## src/rtl/ldpc_pkg.sv

```systemverilog
// Shared LDPC definitions: the parity-check matrix, message-bit column weights and decoder states.
package ldpc_pkg;

  localparam int unsigned N_MSG  = 8;
  localparam int unsigned N_CHK  = 8;
  localparam int unsigned N_BITS = 16;

  // Row j is check s_j over the working word: bits [15:8] are m7..m0, bit j is p_j.
  localparam logic [N_CHK-1:0][N_BITS-1:0] H_MATRIX = {
    16'hAC80,  // s7: m7 m5 m3 m2 p7
    16'h6640,  // s6: m6 m5 m2 m1 p6
    16'hB220,  // s5: m7 m5 m4 m1 p5
    16'h5910,  // s4: m6 m4 m3 m0 p4
    16'hB508,  // s3: m7 m5 m4 m2 m0 p3
    16'h4F04,  // s2: m6 m3 m2 m1 m0 p2
    16'h9B02,  // s1: m7 m4 m3 m1 m0 p1
    16'h7301   // s0: m6 m5 m4 m1 m0 p0
  };

  // Number of checks each message bit participates in (column weight), index i = m_i.
  localparam logic [N_MSG-1:0][2:0] MSG_DEGREE = {
    3'd4, 3'd4, 3'd5, 3'd5, 3'd4, 3'd4, 3'd5, 3'd5
  };

  // Below this many unsatisfied checks a message bit is not trusted to be the error.
  localparam logic [2:0] FLIP_THRESH = 3'd3;

  typedef enum logic [1:0] {
    StIdle,
    StIter,
    StDone
  } state_e;

endpackage

```

## src/rtl/ldpc_syndrome.sv

```systemverilog
// Combinational syndrome of a 16-bit working word against the shared parity-check matrix.
module ldpc_syndrome
  import ldpc_pkg::*;
(
  input  logic [N_BITS-1:0] i_word,
  output logic [N_CHK-1:0]  o_syn
);

  // Each syndrome bit is the parity of the word masked by its matrix row.
  always_comb begin
    o_syn = '0;
    for (int j = 0; j < N_CHK; j++) begin
      o_syn[j] = ^(i_word & H_MATRIX[j]);
    end
  end

endmodule

```

## src/rtl/ldpc_decoder.sv

```systemverilog
// Iterative bit-flip decoder for the (16,8) LDPC code, one codeword in flight at a time.
module ldpc_decoder
  import ldpc_pkg::*;
#(
  parameter int unsigned MAX_ITER = 4
) (
  input  logic        clk,
  input  logic        rst_n,
  input  logic        in_valid,
  output logic        in_ready,
  input  logic [15:0] cw,
  output logic        out_valid,
  input  logic        out_ready,
  output logic [7:0]  m_out,
  output logic        dec_ok,
  output logic [3:0]  iter_cnt
);

  localparam logic [3:0] ITER_LIMIT = 4'(MAX_ITER);

  state_e      r_state;
  logic [15:0] r_word;
  logic [3:0]  r_iter;
  logic        r_in_ready;
  logic        r_out_valid;
  logic [7:0]  r_m_out;
  logic        r_dec_ok;
  logic [3:0]  r_iter_cnt;

  logic [N_CHK-1:0]      w_syn;
  logic [N_MSG-1:0][2:0] w_sat;
  logic [N_MSG-1:0][2:0] w_unsat;
  logic [2:0]            w_umax;
  logic [N_MSG-1:0]      w_msg_flip;
  logic [15:0]           w_word_next;

  ldpc_syndrome u_syndrome (
    .i_word (r_word),
    .o_syn  (w_syn)
  );

  // Unsatisfied checks per message bit, as column weight minus satisfied checks on that column.
  always_comb begin
    w_sat   = '0;
    w_unsat = '0;
    for (int i = 0; i < N_MSG; i++) begin
      for (int j = 0; j < N_CHK; j++) begin
        if (H_MATRIX[j][N_CHK + i] && !w_syn[j]) begin
          w_sat[i] = w_sat[i] + 3'd1;
        end
      end
      w_unsat[i] = MSG_DEGREE[i] - w_sat[i];
    end
  end

  // Flip decision: strongly-implicated message bits, else the parity bits of failing checks.
  always_comb begin
    w_umax     = '0;
    w_msg_flip = '0;
    for (int i = 0; i < N_MSG; i++) begin
      if (w_unsat[i] > w_umax) begin
        w_umax = w_unsat[i];
      end
    end
    for (int i = 0; i < N_MSG; i++) begin
      w_msg_flip[i] = (w_unsat[i] == w_umax);
    end
    if (w_umax >= FLIP_THRESH) begin
      w_word_next = r_word ^ {w_msg_flip, 8'h00};
    end else begin
      w_word_next = r_word ^ {8'h00, w_syn};
    end
  end

  // Control FSM; handshake flags and result fields are registered so they stay glitch-free.
  always_ff @(posedge clk) begin
    if (!rst_n) begin
      r_state     <= StIdle;
      r_word      <= '0;
      r_iter      <= '0;
      r_in_ready  <= 1'b1;
      r_out_valid <= 1'b0;
      r_m_out     <= '0;
      r_dec_ok    <= 1'b0;
      r_iter_cnt  <= '0;
    end else begin
      case (r_state)
        StIdle: begin
          if (in_valid && r_in_ready) begin
            r_word     <= cw;
            r_iter     <= '0;
            r_in_ready <= 1'b0;
            r_state    <= StIter;
          end
        end
        StIter: begin
          if (w_syn == '0) begin
            r_m_out     <= r_word[15:8];
            r_dec_ok    <= 1'b1;
            r_iter_cnt  <= r_iter;
            r_out_valid <= 1'b1;
            r_state     <= StDone;
          end else if (r_iter == ITER_LIMIT) begin
            r_m_out     <= r_word[15:8];
            r_dec_ok    <= 1'b0;
            r_iter_cnt  <= r_iter;
            r_out_valid <= 1'b1;
            r_state     <= StDone;
          end else begin
            r_word <= w_word_next;
            r_iter <= r_iter + 4'd1;
          end
        end
        StDone: begin
          if (out_ready) begin
            r_out_valid <= 1'b0;
            r_in_ready  <= 1'b1;
            r_state     <= StIdle;
          end
        end
        default: begin
          r_state    <= StIdle;
          r_in_ready <= 1'b1;
        end
      endcase
    end
  end

  assign in_ready  = r_in_ready;
  assign out_valid = r_out_valid;
  assign m_out     = r_m_out;
  assign dec_ok    = r_dec_ok;
  assign iter_cnt  = r_iter_cnt;

endmodule

```

## config.mk

```make
export PLATFORM = sky130hd
export DESIGN_NAME = ldpc_decoder
export DESIGN_NICKNAME = d
export VERILOG_FILES = /design/src/rtl/ldpc_pkg.sv /design/src/rtl/ldpc_syndrome.sv /design/src/rtl/ldpc_decoder.sv
export SDC_FILE = /design/constraint.sdc
export NUM_CORES = 1
export LEC_CHECK = 0
export CORE_ASPECT_RATIO = 1.4
export CORE_MARGIN = 4
export CORE_UTILIZATION = 58
export CTS_BUF_LIST = sky130_fd_sc_hd__clkbuf_2
export DETAILED_ROUTE_END_ITERATION = 6
export GPL_TIMING_DRIVEN = 0
export PLACE_DENSITY = 0.87
export SETUP_SLACK_MARGIN = 0.1
export SLEW_MARGIN = 40
export SYNTH_ARGS = -nofsm -noshare
export SYNTH_HDL_FRONTEND = slang
export SYNTH_SLANG_ARGS = --single-unit
export TNS_END_PERCENT = 1
```

## constraint.sdc

```tcl
create_clock -name clk -period 36.3 [get_ports clk]
set_clock_uncertainty 0.05 [all_clocks]
set_input_delay 7.26 -clock clk [delete_from_list [all_inputs] [get_ports clk]]
set_output_delay 7.26 -clock clk [all_outputs]
set_load 0.01 [all_outputs]
```

Yosys cells after proc, flatten, opt, wreduce, memory -nomap -nowiden
Index checks and enable logic that the tools add are counted.
{"block": "op_classes", "n_eq_ne": 16, "bitwise_logic": 3, "n_lt_le_gt_ge": 9, "muxes": 63, "add_sub_neg": 29, "shift": 0, "n_div": 0, "multipliers": 0, "n_reduce_logical": 19}
{"op": "parity 16 bit", "n": 8}
{"op": "2-to-1 mux 3 bit", "n": 33}
{"op": "2-to-1 mux 16 bit", "n": 4}
{"op": "adder 3 x 1 -> 3 bit, second input constant", "n": 17}
{"op": "case mux 16 bit (2 select lines)", "n": 1}
{"op": "== test 3 bit", "n": 8}
{"op": "subtractor 3 bit, first input constant", "n": 8}
{"op": "> comparator 3 bit", "n": 7}
{"op": "2-to-1 mux 4 bit", "n": 5}
{"op": "2-to-1 mux 8 bit", "n": 2}
{"op": "bitwise XOR 16 bit", "n": 1}
{"op": "bitwise XOR 16 x 8 -> 16 bit", "n": 1}
{"op": "2-to-1 mux 1 bit", "n": 10}
{"op": "AND reduction 3 bit", "n": 3}
{"op": "logical NOT 8 bit", "n": 1}
{"op": "2-to-1 mux 2 bit", "n": 4}
{"op": "!= test 2 bit, second input constant", "n": 4}
{"op": "case mux 4 bit (2 select lines)", "n": 1}
{"op": "adder 1 x 1 -> 2 bit, second input constant", "n": 3}
{"op": "case mux 2 bit (3 select lines)", "n": 1}
{"op": "nonzero test 2 bit", "n": 3}
{"op": "adder 4 x 1 -> 4 bit, second input constant", "n": 1}
{"op": "== test 4 x 3 -> 1 bit, second input constant", "n": 1}
{"op": "AND reduction 4 bit", "n": 1}
{"op": "11 further kinds", "n": 11}
{"block": "word_totals", "output_inout_bits": 15, "latchBits": 0, "inputBits": 20, "wordCells": 147, "rom_bits": 0, "mem_bits_rw": 0, "ff_bits": 37, "n_memories": 0}

Logic depth before layout (Yosys ltp)
Gate-level depths: netlist of the first run.
{"block": "depth", "word_depth": 33, "mapped_depth": 72, "mapped_depth_nobuf": 68}

Modules after synthesis
A second synthesis of the first run with hierarchy kept.
{"block": "unflattened", "cells_unflattened": 593, "hier_area_um2": 4764.6}
{"module": "ldpc_decoder", "area_per_inst_um2": 4456.8, "cells_each": 573, "n_inst": 1}
{"module": "ldpc_syndrome", "area_per_inst_um2": 307.8, "cells_each": 20, "n_inst": 1}

Least setup slack after synthesis of the first run
OpenSTA, ideal clock, no wires.
{"block": "synth_timing", "path_type": "flip-flop to flip-flop", "start": "reg r_word[8]", "end": "reg r_word[12]", "setup_time_ns": 0.129, "path_buffers": 4, "arrival_ns": 13.732, "slack_ns": 22.389, "stages_incl_launch_ff": 69, "path_cell_list": "dfxtp_1 > buf_6 > xor3_2 > xor3_1 > inv_2 > ha_1 > xnor2_1 > xnor3_2 > inv_1 > ha_1 > nor2_1 > a21oi_1 > ha_1 > xor2_1 > nor2_1 > nor4_1 > xnor2_1 > ha_1 > [33 not listed] > nand2b_1 > clkbuf_1 > and2_1 > nor3_1 > a21oi_1 > ha_1 > nor2b_1 > o21ai_0 > nand2b_1 > and2_1 > clkbuf_1 > a22oi_1 > o31ai_1 > clkbuf_1 > or3_1 > a21o_1 > a211oi_1 > o211ai_1"}
{"block": "synth_via", "elab_chain_cells": 33}
{"element": "start: declaration", "line_no": "ldpc_decoder.sv:22", "text": "logic [15:0] r_word;"}
{"element": "start signal: assignment", "line_no": "ldpc_decoder.sv:90", "text": "r_word <= cw;"}
{"element": "start signal: assignment", "line_no": "ldpc_decoder.sv:110", "text": "r_word <= w_word_next;"}
{"element": "branches (longest 33 deep; another with adder 3 x 1 -> 3 bit)"}
Several ways; the timed one is not identified. The select of a mux whose other input is x is not followed.
A chain may end at the register's enable or synchronous reset.

Worst setup path in the final report of the first run
{"block": "layout_timing", "start": "reg r_word[14]", "end": "reg r_word[14]"}
Same word-level chain as after synthesis.

==> results of run 1 <==
## per-layer routing
metal / GRT usage, % / routed length (µm) / up-vias
li1: - / - / 2323
met1: 27.8 / 5060 / 2290
met2: 49.1 / 7210 / 188
met3: 2.02 / 627 / 58
met4: 19.0 / 929 / 0
met5: 0 / 0 / -
## state kept, by name, indices dropped and copies added, names as in the netlist
signal / count
in_ready: 1
iter_cnt: 4
r_state: 2
r_word: 16
m_out: 8
dec_ok: 1
out_valid: 1
r_iter: 4
## critical path: cells and delay by family (launching register included)
family	cells	cell delay [ns]
multiplexers	1	0.42
AO/OA/AOI/OAI	24	6.03
buffers and inverters	6	1.13
XOR/XNOR	6	1.88
adder cells (fa/ha/maj)	10	3.09
AND/OR/NAND/NOR	20	3.69
flip-flops	1	0.36
## cells in the final DEF, fill, tap and decap left out, types with 20 or more instances in the layout
master           instances
nand2_1                 76
o21ai_0                 20
xnor2_1                 43
dfxtp_1                 37
inv_1                   24
nor2_1                  54
ha_1                    49
nand3_1                 23
a21oi_1                 40
clkdlybuf4s50_1         33
## worst paths after layout
kind	start	slack, ns	endpoint
worst max-delay path	r_word[14]	19.50	r_word[14]
worst min-delay path	iter_cnt[2]	0.42	iter_cnt[2]
worst max register to register	r_word[14]	19.50	r_word[14]
worst min register to register	iter_cnt[2]	0.42	iter_cnt[2]
## area by class of cell
cell class | instances | area, µm² | area share, %
antenna | 1 | 2.50 | 0.0445
buffer | 32 | 161 | 2.87
clock buffer | 5 | 25.0 | 0.445
clock inverter | 3 | 41.3 | 0.735
inverter | 27 | 101 | 1.80
multi-input combinational | 529 | 4090 | 72.7
sequential | 37 | 741 | 13.2
tap | 105 | 131 | 2.34
timing repair buffer | 33 | 330 | 5.88
## per-stage QoR
stage / utilization [%] / setup slack, ns / hold slack (ns) / cell area [µm²]
after floorplan: - / 22.39 / 0.424 / 5080
after global placement: 64.8 / 20.52 / 0.392 / 5540
after detailed placement: 64.9 / 19.83 / 0.400 / 5550
after CTS: 65.6 / 19.78 / 0.421 / 5620
after global routing: 65.7 / 18.68 / 0.454 / 5620
final: 65.7 / 19.50 / 0.421 / 5620
## cells by family (layout without fill, tap and decap cells)
kind of cell             after synthesis  in the layout
adder cells (fa/ha/maj)               49             49
buffers and inverters                 59            100
AND/OR/NAND/NOR                      235            235
other                                  0              1
multiplexers                           8              8
XOR/XNOR                              89             89
flip-flops                            37             37
AO/OA/AOI/OAI                        148            148
==> flow_metrics.py, run 1 <==
metrics = {
    "clock_tree": {
        "tritoncts": "built",
        "cts.hold.buffers_added": 0,
        "cts_setup_buffers": 0,
        "h-tree-depth": 2,
        "cts_made_buffers": 5,
        "cts_resized": 0,
        "cts.sinks": 37,
        "clock_latency_ns": 0.42,
        "cts-root-buf": "clkbuf_2",
        "clkTransAtPathRegs_ns": 0.20,
        "clockBufferDepth": 2,
    },
    "final_layout": {
        "area_delta_synth_final_pct": 10.6,
        "stdcell_count": 772,
        "fillers": 691,
        "fin_nets": 734,
        "layout-drive-gt1-share_pct": 8.86,
    },
    "critical_path": {
        "end_kind": "register",
        "arrival_ns": 17.07,
        "cpMaxStageDelayCell": "o21ai_0",
        "cp_slowest_stage_delay_ns": 0.59,
        "crit_path_frequent_cell": "ha_1",
        "critical_path_class": "reg -> reg",
        "worst_setup_path_start_kind": "register",
        "cp.required_ns": 36.56,
        "cp_max_fo": 10,
        "reg2reg_depth": 67,
    },
    "synth": {
        "synth_most_common_cell": "nand2_1",
        "syn_area_um2": 5080,
        "syn_avg_cell_area_um2": 8.13,
        "synth-main-ff-cell": "dfxtp_1",
        "synth_top_cells_by_count": "nand2_1 (76), nor2_1 (54), ha_1 (49)",
        "synth_top_family_by_area": "XOR/XNOR gates",
        "yosys.cell_types.count": 74,
        "synthSimpleGateAreaFrac_pct": 22.0,
        "synth_cells": 625,
        "yosysSeqAreaShare_pct": 14.6,
        "synthTopCellsByArea": "dfxtp_1 (15%), ha_1 (12%), xnor2_1 (7.4%)",
        "muxShareOfSynthArea_pct": 1.60,
        "ys_async_sr_fraction_pct": 0,
        "ys_warn_count": 0,
        "synth.top_cell.area_share_pct": 14.6,
        "ys_ff_latch": 37,
        "yosysTopAreaCell": "dfxtp_1",
        "synth_xor_area_share_pct": 24.2,
        "synth-adder-area-share_pct": 12.1,
        "synth-compound-area-share_pct": 20.4,
        "synth_edf_count": 0,
        "syn-num-nets": 694,
    },
    "global_routing": {
        "grt_pass1_wl_um": 22200,
        "antenna_found_initial": 1,
        "grt_start_max_net_pins": 13,
        "grt-ovfl-total": 0,
        "grt_pass1_vias": 4761,
        "track_usage_pct": 26.9,
    },
    "sta": {
        "fin_setup_tns_ns": 0,
        "tightestPinTransition_ns": 0.757,
        "fin_crit_ns": 16.80,
        "slew_headroom_pct": 49.1,
        "fin_crit_sh_pct": 46.3,
        "max_freq_mhz": 59.5,
        "rsz0062_at_grt": "no",
        "drv_slew": 0,
        "final_hold_viol_count": 0,
        "setup_viol": 0,
    },
    "route": {
        "routed_wl_um": 13800,
        "drc": 0,
        "viasPerCell": 6.29,
        "ant_nets": 0,
        "firstDrtPassIters": 6,
        "vias": 4859,
        "drt-initial-drc-count": 287,
        "wl_per_cell_um": 17.9,
    },
    "floorplan": {
        "die_w_um": 87.1,
        "start_util_pct": 59.4,
        "dieArea_um2": 10300,
        "core_um2": 8560,
        "num_rows": 40,
        "die_h_um": 119,
        "ioPinCount": 35,
    },
    "placed_design": {
        "dp_cells": 763,
        "routabilityCongestion": 0.980,
        "port_buffers": 33,
        "dpl.hpwl_um": 11200,
    },
    "outcome": {
        "status": "finished clean",
    },
    "flow_run": {
        "drv_cap": 0,
    },
    "min_path": {
        "whs_path_depth": 2,
        "min_path_type": "reg -> reg",
    },
}
Power of run 1 is not shown: default switching activity piles up to over one toggle a cycle in this logic, so the estimate is an artifact.
==> inputs of run 2 (changes only) <==
--- a/config.mk
+++ b/config.mk
@@ -7,7 +7,7 @@
 export LEC_CHECK = 0
 export CORE_ASPECT_RATIO = 1.4
 export CORE_MARGIN = 4
-export CORE_UTILIZATION = 58
+export CORE_UTILIZATION = 56
 export CTS_BUF_LIST = sky130_fd_sc_hd__clkbuf_2
 export DETAILED_ROUTE_END_ITERATION = 6
 export GPL_TIMING_DRIVEN = 0
==> constraint.sdc (replaced) <==
create_clock -name clk -period 14.5 [get_ports clk]
set_clock_uncertainty 0.05 [all_clocks]
set_input_delay 2.9 -clock clk [delete_from_list [all_inputs] [get_ports clk]]
set_output_delay 2.9 -clock clk [all_outputs]
set_load 0.01 [all_outputs]
==> run 2 against run 1 <==
  * Hold slack better by 0.0031 ns
  * Register-to-register slack worse by 19 ns
  * Critical path depth stayed put
  * Non-clock buffer count is 26 higher
  * Maximum frequency is 21% higher
==> flow_metrics.py, run 2 (synthesis gave the netlist of run 1 again) <==
metrics = {
    "critical_path": {
        "cp.required_ns": 14.81,
        "critical_path_class": "reg -> reg",
        "rrSetupSlack_ns": 0.65,
        "startpoint": "r_word[13]",
        "end_kind": "register",
        "worst_setup_path_start_kind": "register",
        "cp_max_fo": 10,
        "cp_slowest_stage_delay_ns": 0.46,
        "arrival_ns": 14.16,
        "r2r-start": "r_word[13]",
        "crit_path_frequent_cell": "ha_1",
        "cpMaxStageDelayCell": "xor3_2",
    },
    "placed_design": {
        "dpl.hpwl_um": 11100,
        "routabilityCongestion": 0.932,
        "dp_cells": 763,
        "pre_cts_ws_ns": -1.77,
        "port_buffers": 33,
    },
    "global_routing": {
        "use_met1_pct": 27.8,
        "grt_start_max_net_pins": 14,
        "grt_pass1_vias": 5077,
        "track_usage_pct": 27.6,
        "grt-ovfl-total": 0,
        "use_met3_pct": 3.61,
        "grtUsageMet2_pct": 50.2,
        "antenna_found_initial": 0,
        "grt-busiest-layer": "met2",
        "grt_pass1_wl_um": 23300,
    },
    "route": {
        "wl_per_cell_um": 19.4,
        "firstDrtPassIters": 5,
        "routed_wl_um": 15500,
        "viasPerCell": 6.49,
        "drt-initial-drc-count": 352,
        "vias": 5169,
        "drc": 0,
        "ant_nets": 0,
    },
    "clock_tree": {
        "cts.hold.buffers_added": 0,
        "clock_latency_ns": 0.46,
        "cts_made_buffers": 5,
        "clockBufferDepth": 2,
        "clkTransAtPathRegs_ns": 0.23,
        "cts.sinks": 37,
        "cts-root-buf": "clkbuf_2",
        "h-tree-depth": 2,
        "tritoncts": "built",
    },
    "floorplan": {
        "die_w_um": 88.5,
        "die_h_um": 121,
        "num_rows": 40,
        "dieArea_um2": 10700,
        "ioPinCount": 35,
        "core_um2": 8710,
        "start_util_pct": 58.4,
    },
    "sta": {
        "final_hold_viol_count": 0,
        "fin_crit_ns": 13.85,
        "setup_viol": 0,
        "tightestPinTransition_ns": 0.775,
        "max_freq_mhz": 72.2,
        "slew_headroom_pct": 47.9,
        "worst_slack_ns": 0.650,
        "fin_crit_sh_pct": 95.5,
        "fin_setup_tns_ns": 0,
        "drv_slew": 0,
    },
    "final_layout": {
        "largest_register": "r_word",
        "area_delta_synth_final_pct": 21.5,
        "layout-drive-gt1-share_pct": 19.2,
        "mostFrequentLayoutCells": "nand2_1 (73), nor2_1 (52), ha_1 (45), xnor2_1 (40), a21oi_1 (38)",
        "stdcell_count": 797,
        "largest_reg_flops": 16,
        "fin_nets": 760,
        "layout_commonest_cell": "nand2_1",
        "antennaDiodeCount": 0,
    },
    "min_path": {
        "worstHoldStart": "m_out[3]",
        "min_path_type": "reg -> reg",
    },
    "outcome": {
        "status": "finished clean",
    },
    "flow_run": {
        "drv_cap": 0,
    },
}
==> run 2: changes by cell type in the layout (fill, tap and decap cells not counted), moves of 4 or more <==
cell	before	now
buf_4	4	29
buf_6	2	6
clkbuf_1	15	11
ha_1	49	45
o21ai_0	20	14
==> run 2: cell type report <==
| class | instances | area [µm²] |
|---|---|---|
| flip-flops and latches | 37 | 743 |
| clock inverters | 3 | 46.3 |
| multi-input cells | 529 | 4380 |
| well taps | 105 | 131 |
| plain buffers | 32 | 199 |
| inverters | 27 | 104 |
| repair buffers | 59 | 551 |
| fillers | 624 | 2530 |
| clock buffers | 5 | 25.0 |
==> run 2: worst max-delay path, delay by kind of cell (launching register included) <==
kind / cells / cell delay (ns)
mux: 1 / 0.35
fa+ha+maj: 10 / 2.88
buf+inv: 7 / 0.94
flops: 1 / 0.35
xor+xnor: 6 / 1.53
compound gates: 26 / 4.77
simple gates: 17 / 2.86
==> run 2: repair_timing <==
item | CTS | global route
resized for setup | 24 | 66
pin swaps | 7 | 26
buffers inserted | 9 | 17
endpoints found under the setup margin | 16 | 16
==> run 2: metrics by stage <==
stage	utilization (%)	cell area (µm²)	hold slack [ns]
3_3_place_gp	63.7	5540	0.393
5_1_grt	70.9	6180	0.454
2_1_floorplan	-	5080	0.424
3_5_place_dp	63.7	5550	0.398
4_1_cts	66.3	5770	0.421
6_report	70.9	6180	0.424
==> run 2: final timing paths <==
check / to / cells past startpoint
hold reg to reg: m_out[3] / 2
hold / removal: m_out[3] / 2
setup reg to reg: r_word[6] / 67
setup / recovery: r_word[6] / 67
==> run 2: routing by layer <==
layer | vias up | share of wire [%]
li1 | 2370 | -
met1 | 2453 | 36
met2 | 270 | 52
met3 | 76 | 5.4
met4 | 0 | 6.8
met5 | - | 0
Power of run 2 is left out for the same reason.
==> inputs of run 3 (changes only) <==
--- a/config.mk
+++ b/config.mk
@@ -5,6 +5,7 @@
 export SDC_FILE = /design/constraint.sdc
 export NUM_CORES = 1
 export LEC_CHECK = 0
+export ABC_AREA = 1
 export CORE_ASPECT_RATIO = 1.4
 export CORE_MARGIN = 4
 export CORE_UTILIZATION = 56
@@ -12,6 +13,7 @@
 export DETAILED_ROUTE_END_ITERATION = 6
 export GPL_TIMING_DRIVEN = 0
 export PLACE_DENSITY = 0.87
+export RECOVER_POWER = 100
 export SETUP_SLACK_MARGIN = 0.1
 export SLEW_MARGIN = 40
 export SYNTH_ARGS = -nofsm -noshare
==> run 3 against run 2 <==
  * Global-route usage decreased by 2.3 points
  * Critical path depth rose by 16
  * Via count up 2.2%
  * Register-to-register slack improved by 0.82 ns
  * Die area barely moved
  * Sequential share of layout area grew 1.1 points
  * Design area decreased by 9.0%
  * Maximum frequency rose by 6.3%
  * Setup slack better by 0.82 ns
  * Critical endpoint is now r_word[3]
  * Highest routed layer unchanged
==> flow_metrics.py, run 3 <==
metrics = {
    "critical_path": {
        "end_kind": "register",
        "cpMaxStageDelayCell": "dfxtp_1",
        "critical_path_class": "reg -> reg",
        "crit_path_frequent_cell": "nand2_1",
        "reg2reg_depth": 83,
        "cp_max_fo": 9,
        "cp.required_ns": 14.80,
        "worst_setup_path_start_kind": "register",
        "path_delay_family": "simple AND/OR/NAND/NOR gates",
        "arrival_ns": 13.32,
        "cp_slowest_stage_delay_ns": 0.51,
        "path_buf_inv": 18,
        "rrSetupSlack_ns": 1.47,
        "r2r-start": "r_word[12]",
        "crit-reg2reg-capture": "r_word[3]",
    },
    "min_path": {
        "whs_path_depth": 2,
        "worstHoldStart": "r_iter[3]",
        "min_path_type": "reg -> reg",
        "whs_endpoint": "iter_cnt[3]",
    },
    "clock_tree": {
        "cts-root-buf": "clkbuf_2",
        "clkTransAtPathRegs_ns": 0.20,
        "cts_setup_buffers": 0,
        "tritoncts": "built",
        "cts_resized": 0,
        "h-tree-depth": 2,
        "cts.hold.buffers_added": 0,
        "cts.sinks": 37,
        "clockBufferDepth": 2,
        "cts_made_buffers": 5,
        "clock_latency_ns": 0.42,
    },
    "floorplan": {
        "die_h_um": 121,
        "start_util_pct": 58.4,
        "dieArea_um2": 10700,
        "num_rows": 40,
        "ioPinCount": 35,
        "die_w_um": 88.6,
        "core_um2": 8710,
    },
    "global_routing": {
        "grt-ovfl-total": 0,
        "grt_pass1_wl_um": 21600,
        "track_usage_pct": 25.3,
        "antenna_found_initial": 0,
        "grt_start_max_net_pins": 13,
        "grt_pass1_vias": 4930,
    },
    "sta": {
        "rsz0062_at_grt": "no",
        "timing.hold.ws_ns": 0.436,
        "drv_slew": 0,
        "slew_headroom_pct": 55.5,
        "tightestPinTransition_ns": 0.661,
        "fin_crit_ns": 13.03,
        "worst_slack_ns": 1.47,
        "max_freq_mhz": 76.8,
        "final_hold_viol_count": 0,
        "fin_setup_tns_ns": 0,
        "fin_crit_sh_pct": 89.9,
        "setup_viol": 0,
    },
    "synth": {
        "synthTopCellsByArea": "nand2_1 (18%), dfxtp_1 (15%), ha_1 (12%)",
        "synth_edf_count": 0,
        "yosys.cell_types.count": 44,
        "yosysTopAreaCell": "nand2_1",
        "syn-num-nets": 878,
        "ys_async_sr_fraction_pct": 0,
        "synth_top_cells_by_count": "nand2_1 (248), nand3_1 (113), inv_1 (89)",
        "synthSimpleGateAreaFrac_pct": 44.9,
        "muxShareOfSynthArea_pct": 0.787,
        "yosysSeqAreaShare_pct": 14.6,
        "synth-compound-area-share_pct": 9.08,
        "syn_area_um2": 5090,
        "synth_cells": 809,
        "synth-main-ff-cell": "dfxtp_1",
        "ys_ff_latch": 37,
        "ys_warn_count": 0,
        "syn_avg_cell_area_um2": 6.29,
        "synth_most_common_cell": "nand2_1",
        "synth-adder-area-share_pct": 12.1,
        "synth.top_cell.area_share_pct": 18.3,
        "synth_xor_area_share_pct": 8.80,
        "synth_top_family_by_area": "simple AND/OR/NAND/NOR gates",
    },
    "placed_design": {
        "routabilityCongestion": 0.933,
        "pre_cts_ws_ns": 1.84,
        "dpl.hpwl_um": 10900,
        "port_buffers": 34,
    },
    "final_layout": {
        "post-route-util_pct": 64.5,
        "layout_commonest_cell": "nand2_1",
        "mostFrequentLayoutCells": "nand2_1 (248), nand3_1 (114), inv_1 (89), nor2_1 (52), ha_1 (49)",
        "largest_register": "r_word",
        "layout-drive-gt1-share_pct": 11.9,
        "largest_reg_flops": 16,
        "area_delta_synth_final_pct": 10.5,
        "antennaDiodeCount": 0,
        "fin_nets": 919,
    },
    "route": {
        "routed.top_layer": "met4",
        "dr_wl_met3_um": 468,
        "firstDrtPassIters": 6,
        "vias": 5285,
        "drc": 0,
        "met2WireLength_um": 6710,
        "wl_per_cell_um": 13.7,
        "met1_length_um": 5110,
        "ant_nets": 0,
        "drt-initial-drc-count": 325,
        "routed_wl_um": 13100,
        "viasPerCell": 5.53,
    },
    "outcome": {
        "status": "finished clean",
    },
    "flow_run": {
        "drv_cap": 0,
    },
}
-- run 3: cell count changes after synthesis, moves of 10 or more --
cell      change
nand2_1     +172
nand3_1      +90
inv_1        +65
xnor2_1      -35
a21oi_1      -20
nand2_2      +20
nor2b_1      -15
nor3_1       -13
a22oi_1      -12
nand3_2      +12
o21a_1       -11
xnor3_1      -11
a211oi_1     -10
-- run 3: area by class of cell --
class                           instances  area [µm²]
Multi-Input combinational cell        655        3840
Fill cell                             839        3090
Sequential cell                        37         741
Inverter                              100         375
Timing Repair Buffer                   34         340
Tap cell                              105         131
Buffer                                 17         126
Clock inverter                          3        41.3
Clock buffer                            5        25.0
-- run 3: logic make-up after synthesis --
| group | after synthesis |
|---|---|
| AO/OA/AOI/OAI | 79 |
| XOR/XNOR | 37 |
| adder cells (fa/ha/maj) | 49 |
| buffers and inverters | 117 |
| flip-flops | 37 |
| multiplexers | 4 |
| AND/OR/NAND/NOR | 486 |
-- run 3: metal layers --
layer  up-vias  track usage, %
li1       2706               -
met1      2365            27.2
met2       157            46.3
met3        57            2.45
met4         0            15.0
met5         -               0
-- run 3: how the worst max path moves through the flow --
stage                           from          to  cells after the start
after floorplan            r_word[9]  r_word[14]                     87
after global placement    r_word[12]   r_word[3]                     83
after detailed placement  r_word[12]   r_word[1]                     83
after CTS                 r_word[12]   r_word[3]                     83
after global routing      r_word[12]   r_word[0]                     84
final                     r_word[12]   r_word[3]                     83
-- run 3: worst register-to-register path: cells and delay by family (launching register included) --
kind	cells	cell delay [ns]
simple gates	40	4.83
compound gates	15	2.69
flops	1	0.51
buf+inv	18	1.89
fa+ha+maj	10	2.98
-- run 3: through the flow --
stage / area [µm²] / cells
6_report: 5620 / 956
5_1_grt: 5620 / 956
4_1_cts: 5630 / 956
3_5_place_dp: 5560 / 948
3_3_place_gp: 5560 / 948
2_1_floorplan: 5090 / 809
Power of run 3 is left out for the same reason.
==> edit 1 (config.mk and constraints of run 3) <==
Re-encode `state_e` (3 states) as one-hot, 3 bits wide.
--- a/src/rtl/ldpc_pkg.sv
+++ b/src/rtl/ldpc_pkg.sv
@@ -25,10 +25,10 @@
   // Below this many unsatisfied checks a message bit is not trusted to be the error.
   localparam logic [2:0] FLIP_THRESH = 3'd3;
 
-  typedef enum logic [1:0] {
-    StIdle,
-    StIter,
-    StDone
+  typedef enum logic [2:0] {
+    StIdle = 3'b001,
+    StIter = 3'b010,
+    StDone = 3'b100
   } state_e;
 
 endpackage
Formal check against the unedited RTL: no difference found for any inputs over 4 cycles, from zero or initial values and one cycle with rst_n low; so few cycles prove little.
==> edit 1 against run 3 <==
- wire length is 2.6% higher
- worst hold slack worse by 8.2 ps
- area after synthesis grew 3.7%
- sequential cell count grew 1
- critical path depth is 1 higher
- worst setup slack gained 110 ps
- critical path type unchanged
- final area increased by 2.6%
- critical endpoint is now r_word[7]$_SDFFE_PN0P_
Power is not shown: default switching activity piles up to over one toggle a cycle in this logic, so the estimate is an artifact.
==> edit 1: results (changes against run 3) <==
status: "finished clean"
slowest_delay_ps: 530  # +20 ps
multi_input_area_share_pct: 68.66  # +0.34 points
met2_wirelength_mm: 7.103  # +5.9%
fin_cells: 976  # +2.1%
fillers: 837  # -0.24%
dpl_cell_area_sq_um: 5744  # +3.3%
synthTopCellsByCount: "259 x nand2_1, 104 x nand3_1, 92 x inv_1"
worstPathMaxFanout: 10  # +1
synth_area_leaders: "nand2_1 18%, dfxtp_1 14%, ha_1 12%, nand3_1 9.9%, inv_1 6.5%"
grt_pass1_wl_mm: 23.07  # +6.7%
seq_area_sq_um: 760.7  # +2.7%
ys_seq_area_share_pct: 14.42  # -0.14 points
syn_inst: 829  # +2.5%
first_iter_violations: 345  # +6.2%
nonClkBufAreaFrac_pct: 8.003  # -0.30 points
use_met2_pct: 49.84  # +3.6 points
dp_slack_ps: 1972  # +132.9 ps
first_global_vias: 5256  # +6.6%
drive_gt1_share_pct: 13.69  # +1.8 points
multi_input_cells: 663  # +1.2%
numPortBuffers: 33  # -2.9%
grt_use_met1_pct: 26.17  # -0.98 points
synth-xor-area-share_pct: 8.254  # -0.55 points
firstDrtPassIters: 5  # -1
die-area_sq_um: 11060  # +3.4%
edit 1: changes by cell type in the layout (fill, tap and decap cells not counted), sizes merged, moves of 3 or more:
| cell | change |
|---|---|
| nand2 | +19 |
| inv | +9 |
| nor2 | -9 |
| buf | +4 |
| o21ai | -4 |
| or2 | -3 |
edit 1: kinds of logic (layout without fill, tap and decap cells):
group / Yosys count / after routing
compound gates: 75 / 75
mux: 4 / 4
buf+inv: 128 / 168
fa+ha+maj: 49 / 49
xor+xnor: 36 / 36
simple gates: 499 / 499
flops: 38 / 38
edit 1: worst paths after layout:
check / start / end / slack [ps] / cells past startpoint
max: r_word[12]$_SDFFE_PN0P_ / r_word[7]$_SDFFE_PN0P_ / 1580 / 84
min: in_ready$_SDFFE_PN1P_ / in_ready$_SDFFE_PN1P_ / 430 / 2
max reg2reg: r_word[12]$_SDFFE_PN0P_ / r_word[7]$_SDFFE_PN0P_ / 1580 / 84
min reg2reg: in_ready$_SDFFE_PN1P_ / in_ready$_SDFFE_PN1P_ / 430 / 2
==> edit 2 (config.mk and constraints of run 3) <==
Made on the original files. Make the reset (`rst_n`) asynchronous in one clocked block.
--- a/src/rtl/ldpc_decoder.sv
+++ b/src/rtl/ldpc_decoder.sv
@@ -73,7 +73,7 @@
   end
 
   // Control FSM; handshake flags and result fields are registered so they stay glitch-free.
-  always_ff @(posedge clk) begin
+  always_ff @(posedge clk or negedge rst_n) begin
     if (!rst_n) begin
       r_state     <= StIdle;
       r_word      <= '0;
Check against the original RTL: differs if rst_n is asserted again (counterexample within 4 cycles, from zero or initial values and one cycle with rst_n low); with rst_n held inactive, the same outputs for 4 cycles.
==> edit 2 against run 3 <==
- wire length down 1.7%
- area after synthesis fell by 1.2%
- count of clock-buffer cells in the layout did not move
- non-clock buffer count is 1 higher
- worst setup slack better by 24 ps
- sequential cell count unchanged
- die area shrank 1.1%
- final area down 1.7%
- largest cell class unchanged
- sequential share of layout area rose by 3.6 points
- critical path depth is 3 higher
- first-iteration DRC count shrank 30%
Power is not shown: default switching activity piles up to over one toggle a cycle in this logic, so the estimate is an artifact.
==> edit 2: results (changes against run 3) <==
status: "finished clean"
final_area_sq_um: 5525  # -1.7%
grt_pass1_wl_mm: 21.67  # +0.25%
grtUsageTotal_pct: 25.50  # +0.19 points
met3_usage_pct: 1.854  # -0.60 points
grt_max_degree: 26  # +13
grt_use_met1_pct: 26.71  # -0.44 points
ys_seq_area_share_pct: 18.45  # +3.9 points
syn_nets: 868  # -1.1%
place_congestion: 0.9406  # +0.79%
seq_area_sq_um: 927.1  # +25%
synthDistinctLibCells: 39  # -11%
met1_length_mm: 4.995  # -2.3%
dpl.cell_count: 935  # -1.4%
ys.flop_type: "dfrtp_1"
vias_per_cell: 5.438  # -1.6%
dpl_cell_area_sq_um: 5512  # -0.86%
inv_count: 102  # +2.0%
first_global_vias: 4902  # -0.57%
multi_input_cells: 639  # -2.4%
arrival_ps: 13290  # -30 ps
dp_slack_ps: 1908  # +69.34 ps
multi_input_area_sq_um: 3601  # -6.2%
nets: 910  # -0.98%
nonClkBufAreaFrac_pct: 7.971  # -0.33 points
syn_inst: 795  # -1.7%
fillers: 856  # +2.0%
met3_length_um: 426  # -9.0%
top_layer: "met4"
worstPathMaxFanout: 10  # +1
hpwl_mm: 10.73  # -1.2%
nonClockBufferCount: 52  # +2.0%
synth_area_leaders: "nand2_1 20%, dfrtp_1 18%, ha_1 13%, nand3_1 11%, inv_1 6.9%"
clock_area_share_pct: 0.7699  # -0.41 points
cp_slowest_cell: "a21oi_2"
timing_worst_slew_pin_value_ps: 1312  # +651.5 ps
slowest_delay_ps: 430  # -80 ps
post_drt_wl_per_cell_um: 13.66  # -0.32%
vias: 5128  # -3.0%
met2_wirelength_mm: 6.648  # -0.91%
drive_gt1_share_pct: 8.473  # -3.4 points
first_iter_violations: 227  # -30%
cts.sinks: 37  # unchanged
synthTopCellsByCount: "268 x nand2_1, 113 x nand3_1, 92 x inv_1"
[edit 2: final timing paths]
path,from,to,slack [ps],depth (start not counted)
max in group asynchronous,rst_n,r_iter[3]$_DFFE_PN0P_,10370,2
min,m_out[5]$_DFFE_PN0P_,m_out[5]$_DFFE_PN0P_,460,2
min in group asynchronous,rst_n,r_state[1]$_DFFE_PN0P_,2400,1
max reg2reg,r_word[8]$_DFFE_PN0P_,r_word[0]$_DFFE_PN0P_,1500,86
min reg2reg,m_out[5]$_DFFE_PN0P_,m_out[5]$_DFFE_PN0P_,460,2
max,r_word[8]$_DFFE_PN0P_,r_word[0]$_DFFE_PN0P_,1500,86
[edit 2: cell families after synthesis]
logic type | after synthesis | share of synthesized area (%)
XOR/XNOR | 34 | 6.599
buffers and inverters | 119 | 9.686
adder cells (fa/ha/maj) | 53 | 13.20
AO/OA/AOI/OAI | 66 | 7.943
multiplexers | 5 | 1.021
AND/OR/NAND/NOR | 481 | 43.10
flip-flops | 37 | 18.45
